**src/rtl/pipe_ctrl_pkg.sv**
```systemverilog
// Shared definitions for the pipeline hazard controller.
//   state_e      : FSM encoding (RUN / MEM_WAIT / MD_WAIT)
//   hazard_e     : resolved hazard class; larger value wins
//   REG_X0       : architectural zero register, never a real dependency
//   pick_hazard  : priority resolution of the raw hazard terms
package pipe_ctrl_pkg;

  typedef enum logic [1:0] {
    RUN      = 2'd0,
    MEM_WAIT = 2'd1,
    MD_WAIT  = 2'd2
  } state_e;

  // Numeric order mirrors priority: memory wait beats mul/div wait beats
  // redirect beats load-use.
  typedef enum logic [2:0] {
    HZ_NONE     = 3'd0,
    HZ_LU       = 3'd1,
    HZ_REDIRECT = 3'd2,
    HZ_MDW      = 3'd3,
    HZ_MEMW     = 3'd4
  } hazard_e;

  localparam logic [4:0] REG_X0 = 5'd0;

  function automatic hazard_e pick_hazard(input logic memw, input logic mdw,
                                          input logic redirect, input logic lu);
    if (memw)          return HZ_MEMW;
    else if (mdw)      return HZ_MDW;
    else if (redirect) return HZ_REDIRECT;
    else if (lu)       return HZ_LU;
    else               return HZ_NONE;
  endfunction

endpackage

```
**src/rtl/pipe_hazard_ctrl_wait_timer.sv**
```systemverilog
// wait_timer: cycle counter for the data-memory wait.
//   clk, rst   : clock and synchronous active-high reset
//   clr_i      : clear to zero (has priority over en_i)
//   en_i       : count up by one
//   expired_o  : count has reached MEM_TIMEOUT-1
module wait_timer #(
  parameter int TMR_W       = 8,
  parameter int MEM_TIMEOUT = 255
) (
  input  logic clk,
  input  logic rst,
  input  logic clr_i,
  input  logic en_i,
  output logic expired_o
);

  logic [TMR_W-1:0] cnt_q, cnt_d;

  always_comb begin
    cnt_d = cnt_q;
    if (clr_i)     cnt_d = '0;
    else if (en_i) cnt_d = cnt_q + 1'b1;
  end

  always_ff @(posedge clk) begin
    if (rst) cnt_q <= '0;
    else     cnt_q <= cnt_d;
  end

  assign expired_o = (cnt_q == TMR_W'(MEM_TIMEOUT - 1));

endmodule

```
**src/rtl/pipe_hazard_ctrl.sv**
```systemverilog
// pipe_hazard_ctrl: stall/flush sequencer for the 5-stage core.
// Inputs : ID source registers and their use flags, EX load/mul-div/redirect
//          status, MEM data-memory request and acknowledge.
// Outputs: write enables and flushes for PC, IF/ID, ID/EX, EX/MEM, MEM/WB,
//          a one-cycle bus_err pulse on data-memory timeout and a free-running
//          count of stalled (pc_wr_en=0) non-reset cycles.
// Controls are combinational so a stall takes effect in the cycle the
// hazard is seen; only state, timer, bus_err and the counter are registered.
module pipe_hazard_ctrl
  import pipe_ctrl_pkg::*;
#(
  parameter int MEM_TIMEOUT = 255,
  parameter int TMR_W       = 8,
  parameter int PERF_W      = 32
) (
  input  logic              clk,
  input  logic              rst,
  input  logic [4:0]        rs_reg1_addr,
  input  logic [4:0]        rs_reg2_addr,
  input  logic              id_rs1_used,
  input  logic              id_rs2_used,
  input  logic              id_ex_mem_rd,
  input  logic [4:0]        id_ex_wb_addr,
  input  logic              id_ex_md_op,
  input  logic              md_done,
  input  logic              ex_redirect,
  input  logic              ex_mem_mem_req,
  input  logic              dmem_ack,
  output logic              pc_wr_en,
  output logic              if_id_wr_en,
  output logic              if_id_flush,
  output logic              id_ex_wr_en,
  output logic              id_ex_flush,
  output logic              ex_mem_wr_en,
  output logic              ex_mem_flush,
  output logic              mem_wb_flush,
  output logic              bus_err,
  output logic [PERF_W-1:0] stall_cycles
);

  state_e            state_q, state_d;
  logic [PERF_W-1:0] stall_q;
  logic              bus_err_q;
  logic              memw, mdw, lu, expired, abort;
  logic [4:0]        rs_addr [2];
  logic [1:0]        rs_used;
  logic [1:0]        rs_hit;
  hazard_e           hz;

  assign rs_addr[0] = rs_reg1_addr;
  assign rs_addr[1] = rs_reg2_addr;
  assign rs_used    = {id_rs2_used, id_rs1_used};

  genvar gi;
  generate
    for (gi = 0; gi < 2; gi++) begin : g_rs_cmp
      assign rs_hit[gi] = rs_used[gi] & (rs_addr[gi] == id_ex_wb_addr);
    end
  endgenerate

  assign memw = ex_mem_mem_req & ~dmem_ack;
  assign mdw  = id_ex_md_op & ~md_done;
  assign lu   = id_ex_mem_rd & (id_ex_wb_addr != REG_X0) & (|rs_hit);

  // Timeout: the stuck access is retired this cycle instead of stalling
  // again, so the pipeline advances with the MEM/WB slot turned into a NOP.
  assign abort = (state_q == MEM_WAIT) & memw & expired;
  assign hz    = pick_hazard(memw & ~abort, mdw, ex_redirect, lu);

  always_comb begin
    state_d = state_q;
    case (state_q)
      RUN: begin
        if (memw)     state_d = MEM_WAIT;
        else if (mdw) state_d = MD_WAIT;
      end
      MEM_WAIT: begin
        if (!memw || abort) state_d = RUN;
      end
      MD_WAIT: begin
        // The older instruction in MEM takes precedence over the mul/div.
        if (memw)      state_d = MEM_WAIT;
        else if (!mdw) state_d = RUN;
      end
      default: state_d = RUN;
    endcase
  end

  always_comb begin
    pc_wr_en     = 1'b1;
    if_id_wr_en  = 1'b1;
    if_id_flush  = 1'b0;
    id_ex_wr_en  = 1'b1;
    id_ex_flush  = 1'b0;
    ex_mem_wr_en = 1'b1;
    ex_mem_flush = 1'b0;
    mem_wb_flush = 1'b0;
    if (rst) begin
      pc_wr_en     = 1'b0;
      if_id_wr_en  = 1'b0;
      if_id_flush  = 1'b1;
      id_ex_wr_en  = 1'b0;
      id_ex_flush  = 1'b1;
      ex_mem_wr_en = 1'b0;
      ex_mem_flush = 1'b1;
      mem_wb_flush = 1'b1;
    end else begin
      case (hz)
        HZ_MEMW: begin
          // Whole pipe frozen; the WB bubble stops the last writer from
          // writing twice.
          pc_wr_en     = 1'b0;
          if_id_wr_en  = 1'b0;
          id_ex_wr_en  = 1'b0;
          ex_mem_wr_en = 1'b0;
          mem_wb_flush = 1'b1;
        end
        HZ_MDW: begin
          // Front end and EX held; a bubble drains into MEM.
          pc_wr_en     = 1'b0;
          if_id_wr_en  = 1'b0;
          id_ex_wr_en  = 1'b0;
          ex_mem_flush = 1'b1;
        end
        HZ_REDIRECT: begin
          if_id_flush = 1'b1;
          id_ex_flush = 1'b1;
        end
        HZ_LU: begin
          pc_wr_en    = 1'b0;
          if_id_wr_en = 1'b0;
          id_ex_flush = 1'b1;
        end
        default: ;
      endcase
      if (abort) mem_wb_flush = 1'b1;
    end
  end

  wait_timer #(
    .TMR_W       (TMR_W),
    .MEM_TIMEOUT (MEM_TIMEOUT)
  ) u_wait_timer (
    .clk       (clk),
    .rst       (rst),
    .clr_i     (state_d != state_q),
    .en_i      (state_q == MEM_WAIT),
    .expired_o (expired)
  );

  always_ff @(posedge clk) begin
    if (rst) begin
      state_q   <= RUN;
      stall_q   <= '0;
      bus_err_q <= 1'b0;
    end else begin
      state_q   <= state_d;
      bus_err_q <= abort;
      if (!pc_wr_en) stall_q <= stall_q + 1'b1;
    end
  end

  assign bus_err      = bus_err_q;
  assign stall_cycles = stall_q;

endmodule

```
**config.mk**
```make
export PLATFORM = sky130hd
export DESIGN_NAME = pipe_hazard_ctrl
export DESIGN_NICKNAME = d
export VERILOG_FILES = /design/src/rtl/pipe_ctrl_pkg.sv /design/src/rtl/pipe_hazard_ctrl_wait_timer.sv /design/src/rtl/pipe_hazard_ctrl.sv
export SDC_FILE = /design/constraint.sdc
export NUM_CORES = 1
export LEC_CHECK = 0
export ABC_AREA = 1
export BUFFER_PORTS_ARGS = -buffer_cell sky130_fd_sc_hd__buf_2
export CORE_MARGIN = 5
export CORE_UTILIZATION = 59
export DETAILED_ROUTE_END_ITERATION = 12
export PLACE_DENSITY = 0.93
export SYNTH_ARGS = -nofsm -noshare
export SYNTH_HDL_FRONTEND = slang
export SYNTH_SLANG_ARGS = --single-unit
```
**constraint.sdc**
```tcl
create_clock -name clk -period 3.6 [get_ports clk]
set_clock_uncertainty 0.05 [all_clocks]
set_input_delay 0.36 -clock clk [delete_from_list [all_inputs] [get_ports clk]]
set_output_delay 0.36 -clock clk [all_outputs]
set_load 0.03 [all_outputs]
```
==> results of run 1 <==
## worst paths after layout
path,to,cells after the start,from
min reg2reg,stall_cycles[31]$_SDFFE_PP0N_,2,stall_cycles[31]$_SDFFE_PP0N_
max,if_id_wr_en,9,u_wait_timer.cnt_q[0]$_SDFFE_PP0N_
max reg2reg,stall_cycles[30]$_SDFFE_PP0N_,10,stall_cycles[0]$_SDFFE_PP0N_
min,state_q[1]$_SDFF_PP0_,4,ex_mem_mem_req
## critical path: cells and delay by family (launching register included)
kind	cells	cell delay [ns]
and+or+nand+nor	3	0.71
AOI/OAI and AO/OA	1	0.17
DFF	1	0.34
buffers and inverters	4	0.58
adders and majority gates	1	0.14
## power groups by stage
stage	clock network (W)	logic, W	registers [W]
5_1_grt	0.000370	0.000131	0.000487
3_3_place_gp	0	0.000116	0.000497
3_5_place_dp	0	0.000119	0.000497
2_1_floorplan	0	0.0000813	0.000502
4_1_cts	0.000352	0.000119	0.000486
6_report	0.000341	0.000119	0.000487
## cell type report
class / count / area share
Clock buffer: 7 / 0.0289
Clock inverter: 1 / 0.00225
Inverter: 38 / 0.0428
Multi-Input combinational cell: 384 / 0.540
Sequential cell: 43 / 0.259
Tap cell: 67 / 0.0252
Timing Repair Buffer: 67 / 0.102
## state kept, by name, indices dropped and copies added, names as in the netlist
| signal | count |
|---|---|
| u_wait_timer.cnt_q | 8 |
| bus_err | 1 |
| stall_cycles | 32 |
| state_q | 2 |
## cell usage after synthesis
master | n | area (sq um)
a21oi_1 | 32 | 160
a21oi_4 | 1 | 16.3
buf_2 | 4 | 20.0
buf_4 | 1 | 7.51
buf_6 | 3 | 33.8
clkbuf_1 | 6 | 22.5
dfxtp_1 | 43 | 861
ha_1 | 3 | 37.5
inv_1 | 37 | 139
inv_2 | 1 | 3.75
nand2_1 | 176 | 661
nand2_2 | 2 | 12.5
nand3_1 | 41 | 205
nand3b_1 | 15 | 113
nand4_1 | 5 | 31.3
nand4_4 | 1 | 21.3
nor2_1 | 75 | 282
nor2_2 | 3 | 18.8
nor2_4 | 1 | 11.3
nor3_1 | 2 | 10.0
nor4_1 | 1 | 6.26
o21ai_0 | 4 | 20.0
xnor2_1 | 8 | 70.1
xor2_1 | 14 | 123
## metal layers
| layer | vias up | wire length [um] | track usage |
|---|---|---|---|
| met5 | - | 0 | 0 |
| met4 | 0 | 227 | 0.130 |
| met3 | 25 | 543 | 0.0553 |
| met2 | 121 | 3690 | 0.420 |
| met1 | 1457 | 2980 | 0.267 |
| li1 | 1631 | - | - |
## per-stage QoR
step,utilization,power [W],instances
after floorplan,-,0.000584,479
final,0.705,0.000946,607
after global placement,0.683,0.000613,599
after CTS,0.705,0.000957,607
after global routing,0.705,0.000988,607
after detailed placement,0.683,0.000616,599
## cells by family (layout without fill, tap and decap cells)
logic type / count (synthesis) / after routing / share of synthesized area
fa+ha+maj: 3 / 3 / 0.0130
xor+xnor: 22 / 22 / 0.0668
compound gates: 37 / 37 / 0.0681
flops: 43 / 43 / 0.298
simple gates: 322 / 322 / 0.475
buf+inv: 52 / 113 / 0.0785
==> key figures, run 1 <==
Setup path
  – Nature of the critical path endpoint: output pin
  – CP max FO: 31
  – Critical-path cell list: inv_1 -> ha_1 -> inv_1 -> nor2_1 -> nand4_4 -> a21oi_4 -> nand2_2 -> inv_1 -> buf_2
  – Max stage delay on crit path: 0.34 ns
  – WS Path Type: register to output pin
  – Crit path top cell by count: inv_1
  – Critical Path AT: between 2 and 2.5 ns
  – CP max-delay cell: dfxtp_1
  – Worst EP required: 3.19 ns
  – Flop2flop setup slack: 1.46 ns
  – Crit start category: register

Die
  – I/O pin cnt: 66
  – Row cnt: 25
  – Starting Density: 0.611
  – Die Height: about 80 um
  – Die ar.: 6390 sq um
  – Die Width: 79.9 um
  – Total core area: approximately 4700 sq um

Yosys
  – Post-Synthesis Cell Area: ~2900 sq um
  – Syn avg cell area: between 6 and 7 sq um
  – Cell variety after synth: 24
  – Sequential share of the synthesized area: 0.298
  – Flops & latches, synth: 43
  – Synth warn: 0
  – Total nets after synthesis: 507
  – Cells after Synth: 479

Detailed routing
  – Via count: 3234
  – Drt via density: 5.33
  – First-pass iteration count of the detailed router: 5
  – Initial DRC count: 317
  – Antenna Nets Post-Route: 0
  – Drt total wl: ~7400 um
  – Avg WL per Cell: 12.3 um
  – DR DRC count: 0

GRT
  – First-pass GRT wire length: 12500 um
  – Total global-route track usage: 0.240
  – Vias in the first global route: 3053
  – GRT overflow: 0
  – Initial antenna violation count: 0
  – Pin count of the biggest net entering global routing: 34

Timing
  – Worst rel slew slack: 0.603
  – Crit path time final: 2.65 ns
  – RSZ-0062 raised after global routing: false
  – Max Slew Vio Count: 0
  – Slew @ Worst Pin: 0.595 ns
  – Setup WS post-layout: 0.953 ns
  – Worst hold slack: 0.441 ns
  – Final TNS setup: 0 ns
  – Hold Vio Cnt, Final: 0
  – Final worst-path cycle share: 0.735
  – Fmax: 378 MHz
  – Final setup vio count: 0

Clocking
  – Post-CTS Setup Bufs: 0
  – Clock Latency Late Sink: ~0.30 ns
  – CTS tree: done
  – # resized after CTS: 0
  – H-tree level count: 2
  – Clock-pin slew on the worst setup and hold paths: 0.08 ns
  – CTS buffer count: 5
  – Longest Clk Path Bufs: 2
  – Clock Root Buffer: clkbuf_8
  – CTS sink cnt: 43
  – Hold_buf cts: 0

Pwr
  – Clock Power Share: 0.360
  – Sw Share: 0.270
  – PwrDens: roughly 280 nW/um^2
  – Sequential Power Share: 0.514
  – Int Pwr: 0.000691 W
  – Leak Pwr: 1.46 nW
  – Peak VDD IR: roughly 0.17 mV
  – Combinational fraction of design power: 0.126
  – Switching power: 0.000256 W

Placement
  – IO buf count: 65
  – Dpl hpwl: 5700 um
  – Worst Setup Slack post-DPL: 1.10 ns
  – Routability cong.: approximately 0.96
  – Placed Area: 3230 sq um

Status
  – Status: finished, final reports clean

Job
  – Maxcap violations: 0

Cells and area
  – Fraction of layout cells with a size suffix above 1: 0.156
  – Fin area: 3330 sq um
  – Nets: approximately 570
  – Area of the multi-input gates: 1800 sq um
  – Highest-count cells in the layout ignoring fill and taps: nand2_1, nor2_1, buf_2, dfxtp_1, nand3_1
  – Most common cell after layout, fill and taps aside: nand2_1
  – Antenna diodes: 0
  – Layout area overhead: 15.4%
  – Fillers: 412
  – Reg area: 861 sq um

Hold path
  – HP Class: input port to register
No activity file was read; power rests on OpenSTA's default activity.
==> run 2: changes to the inputs <==
CORE_UTILIZATION = 49   (was 59)
PLACE_DENSITY = 0.83   (was 0.93)
clock period = 2.4 ns   (was 3.6 ns; I/O delays follow)
==> run 2 against run 1 <==
Effect of this change: power increased by 51%; hold slack got worse by 0.22 ns; via count increased by 0.15%; critical path depth unchanged; sequential share of layout area decreased by 0.22 points; cell count increased by 1.8%; critical path type unchanged; first-iteration DRC count decreased by 37%; die area increased by 18%; combinational power increased by 60%; flip-flop and latch count unchanged; worst setup slack got worse by 0.78 ns.
==> key figures, run 2 (synthesized netlist as in run 1, its figures left out) <==
Setup path
  – CP max FO: 9
  – WP buf/inv: 4
  – Worst EP required: approximately 2.1 ns
  – Critical Path AT: 1.93 ns
  – Crit-path leading delay family: simple AND/OR/NAND/NOR gates
  – CP max-delay cell: dfxtp_1
  – Crit start category: register
  – Nature of the critical path endpoint: output pin
  – Max stage delay on crit path: ~0.34 ns
  – Crit path top cell by count: inv_1
  – WS Path Type: register to output pin
  – Critical-path cell list: inv_1 -> ha_1 -> inv_1 -> nor2_1 -> nand4_4 -> a21oi_4 -> nand2_2 -> inv_1 -> buf_2

Cells and area
  – Layout area overhead: 16.4%
  – Fin cells: about 620
  – Highest-count cells in the layout ignoring fill and taps: nand2_1, nor2_1, buf_2, dfxtp_1, nand3_1
  – Fillers: ~570
  – Max reg flops: 32
  – Fraction of layout cells with a size suffix above 1: 0.158
  – Nets: 570
  – Most common cell after layout, fill and taps aside: nand2_1
  – Antenna diodes: 0

Timing
  – Slew @ Worst Pin: 0.354 ns
  – Crit path time final: 2.22 ns
  – Worst rel slew slack: 0.763
  – Worst hold slack: approximately 0.22 ns
  – Final worst-path cycle share: 0.927
  – Hold Vio Cnt, Final: 0
  – Final setup vio count: 0
  – Fmax: 450 MHz
  – Final TNS setup: 0 ns
  – Max Slew Vio Count: 0
  – RSZ-0062 raised after global routing: false

Detailed routing
  – Drt total wl: 7940 um
  – Drt via density: 5.24
  – First-pass iteration count of the detailed router: 5
  – Via count: 3239
  – Antenna Nets Post-Route: 0
  – Initial DRC count: 200
  – DR DRC count: 0
  – Avg WL per Cell: 12.8 um

Pwr
  – PwrDens: approximately 420 nW/um^2
  – Sequential Power Share: 0.511
  – Peak VDD IR: about 0.36 mV
  – Switching power: 0.000385 W
  – Tot Pwr: 0.00143 W
  – Clock Power Share: 0.356
  – Leak Pwr: 1.47 nW
  – Sw Share: 0.270
  – Combinational fraction of design power: 0.133
  – Int Pwr: 0.00104 W

GRT
  – Most Crowded Layer GR: met2
  – Met2 usage in global routing: 0.387
  – GRT overflow: 0
  – Initial antenna violation count: 0
  – GR Util met1: 0.260
  – Pin count of the biggest net entering global routing: 33
  – First-pass GRT wire length: 13400 um
  – Vias in the first global route: 3028
  – Total global-route track usage: 0.220
  – GRT met3 Usage: 0.0485

Placement
  – IO buf count: 65
  – Dpl hpwl: roughly 6000 um
  – Routability cong.: approximately 0.96
  – Placed Cells: approximately 600

Status
  – Status: finished, final reports clean

Clocking
  – CTS sink cnt: 43
  – CTS tree: done
  – Clock Root Buffer: clkbuf_8
  – Post-CTS Setup Bufs: 0
  – CTS buffer count: 5
  – Clock Latency Late Sink: 0.30 ns
  – Clock-pin slew on the worst setup and hold paths: 0.08 ns
  – H-tree level count: 2
  – Longest Clk Path Bufs: 2

Die
  – Die Width: slightly below 90 um
  – Starting Density: 0.496
  – Die Height: 86.7 um
  – Total core area: between 5000 and 6000 sq um
  – I/O pin cnt: 66
  – Row cnt: 28
  – Die ar.: ~7500 sq um

Job
  – Maxcap violations: 0

Hold path
  – HP Class: input port to register
run 2: cell count changes in the layout (fill, tap and decap cells not counted):
cell,before,now
buf_4,2,5
clkbuf_1,0,1
clkinvlp_4,1,0
o21ai_0,4,3
o21ai_1,0,1
run 2: layout make-up:
class,instances,area (sq um),area share
sequential,43,861,0.256
multi-input combinational,384,1800,0.535
timing repair buffer,70,363,0.108
inverter,38,143,0.0425
clock buffer,8,100,0.0298
tap,75,93.8,0.0279
run 2: layer usage:
| metal | wire [um] | vias to the layer above |
|---|---|---|
| met4 | 171 | 0 |
| met3 | 514 | 19 |
| met2 | 3930 | 110 |
| met5 | 0 | - |
| li1 | - | 1637 |
| met1 | 3320 | 1473 |
run 2: per-stage QoR:
| stage | util | instance area, sq um | worst slack (ns) |
|---|---|---|---|
| floorplan | - | 2890 | 0.232 |
| global placement | 0.560 | 3260 | 0.502 |
| detailed placement | 0.560 | 3260 | 0.436 |
| CTS | 0.577 | 3360 | 0.124 |
| global route | 0.577 | 3360 | 0.0229 |
| finish | 0.577 | 3360 | 0.176 |
run 2: path summary, 6_finish.rpt:
kind                            slack [ns]                               start  cells after the start                             to
worst min register to register        0.47       stall_cycles[31]$_SDFFE_PP0N_                      2  stall_cycles[31]$_SDFFE_PP0N_
worst max register to register        0.41        stall_cycles[0]$_SDFFE_PP0N_                      8  stall_cycles[14]$_SDFFE_PP0N_
worst min-delay path                  0.22                                 rst                      4   stall_cycles[0]$_SDFFE_PP0N_
worst max-delay path                  0.18  u_wait_timer.cnt_q[0]$_SDFFE_PP0N_                      9                       pc_wr_en
run 2: tightest hold or removal path, stage by stage:
cell     delay [ns]
buf_2          0.09
inv_2          0.08
nand2_1        0.08
nor2_1         0.04
run 2: power groups by stage:
stage	sequential (W)	combinational [W]	clock (W)
floorplan	0.000754	0.000122	0
global placement	0.000745	0.000186	0
detailed placement	0.000746	0.000188	0
CTS	0.000729	0.000189	0.000520
global route	0.000731	0.000208	0.000557
finish	0.000729	0.000190	0.000508
run 2: repair_timing:
action | in CTS | in global routing
hold buffers | 0 | 0
gates resized for setup | 0 | 1
endpoints found under the setup margin | 0 | 1
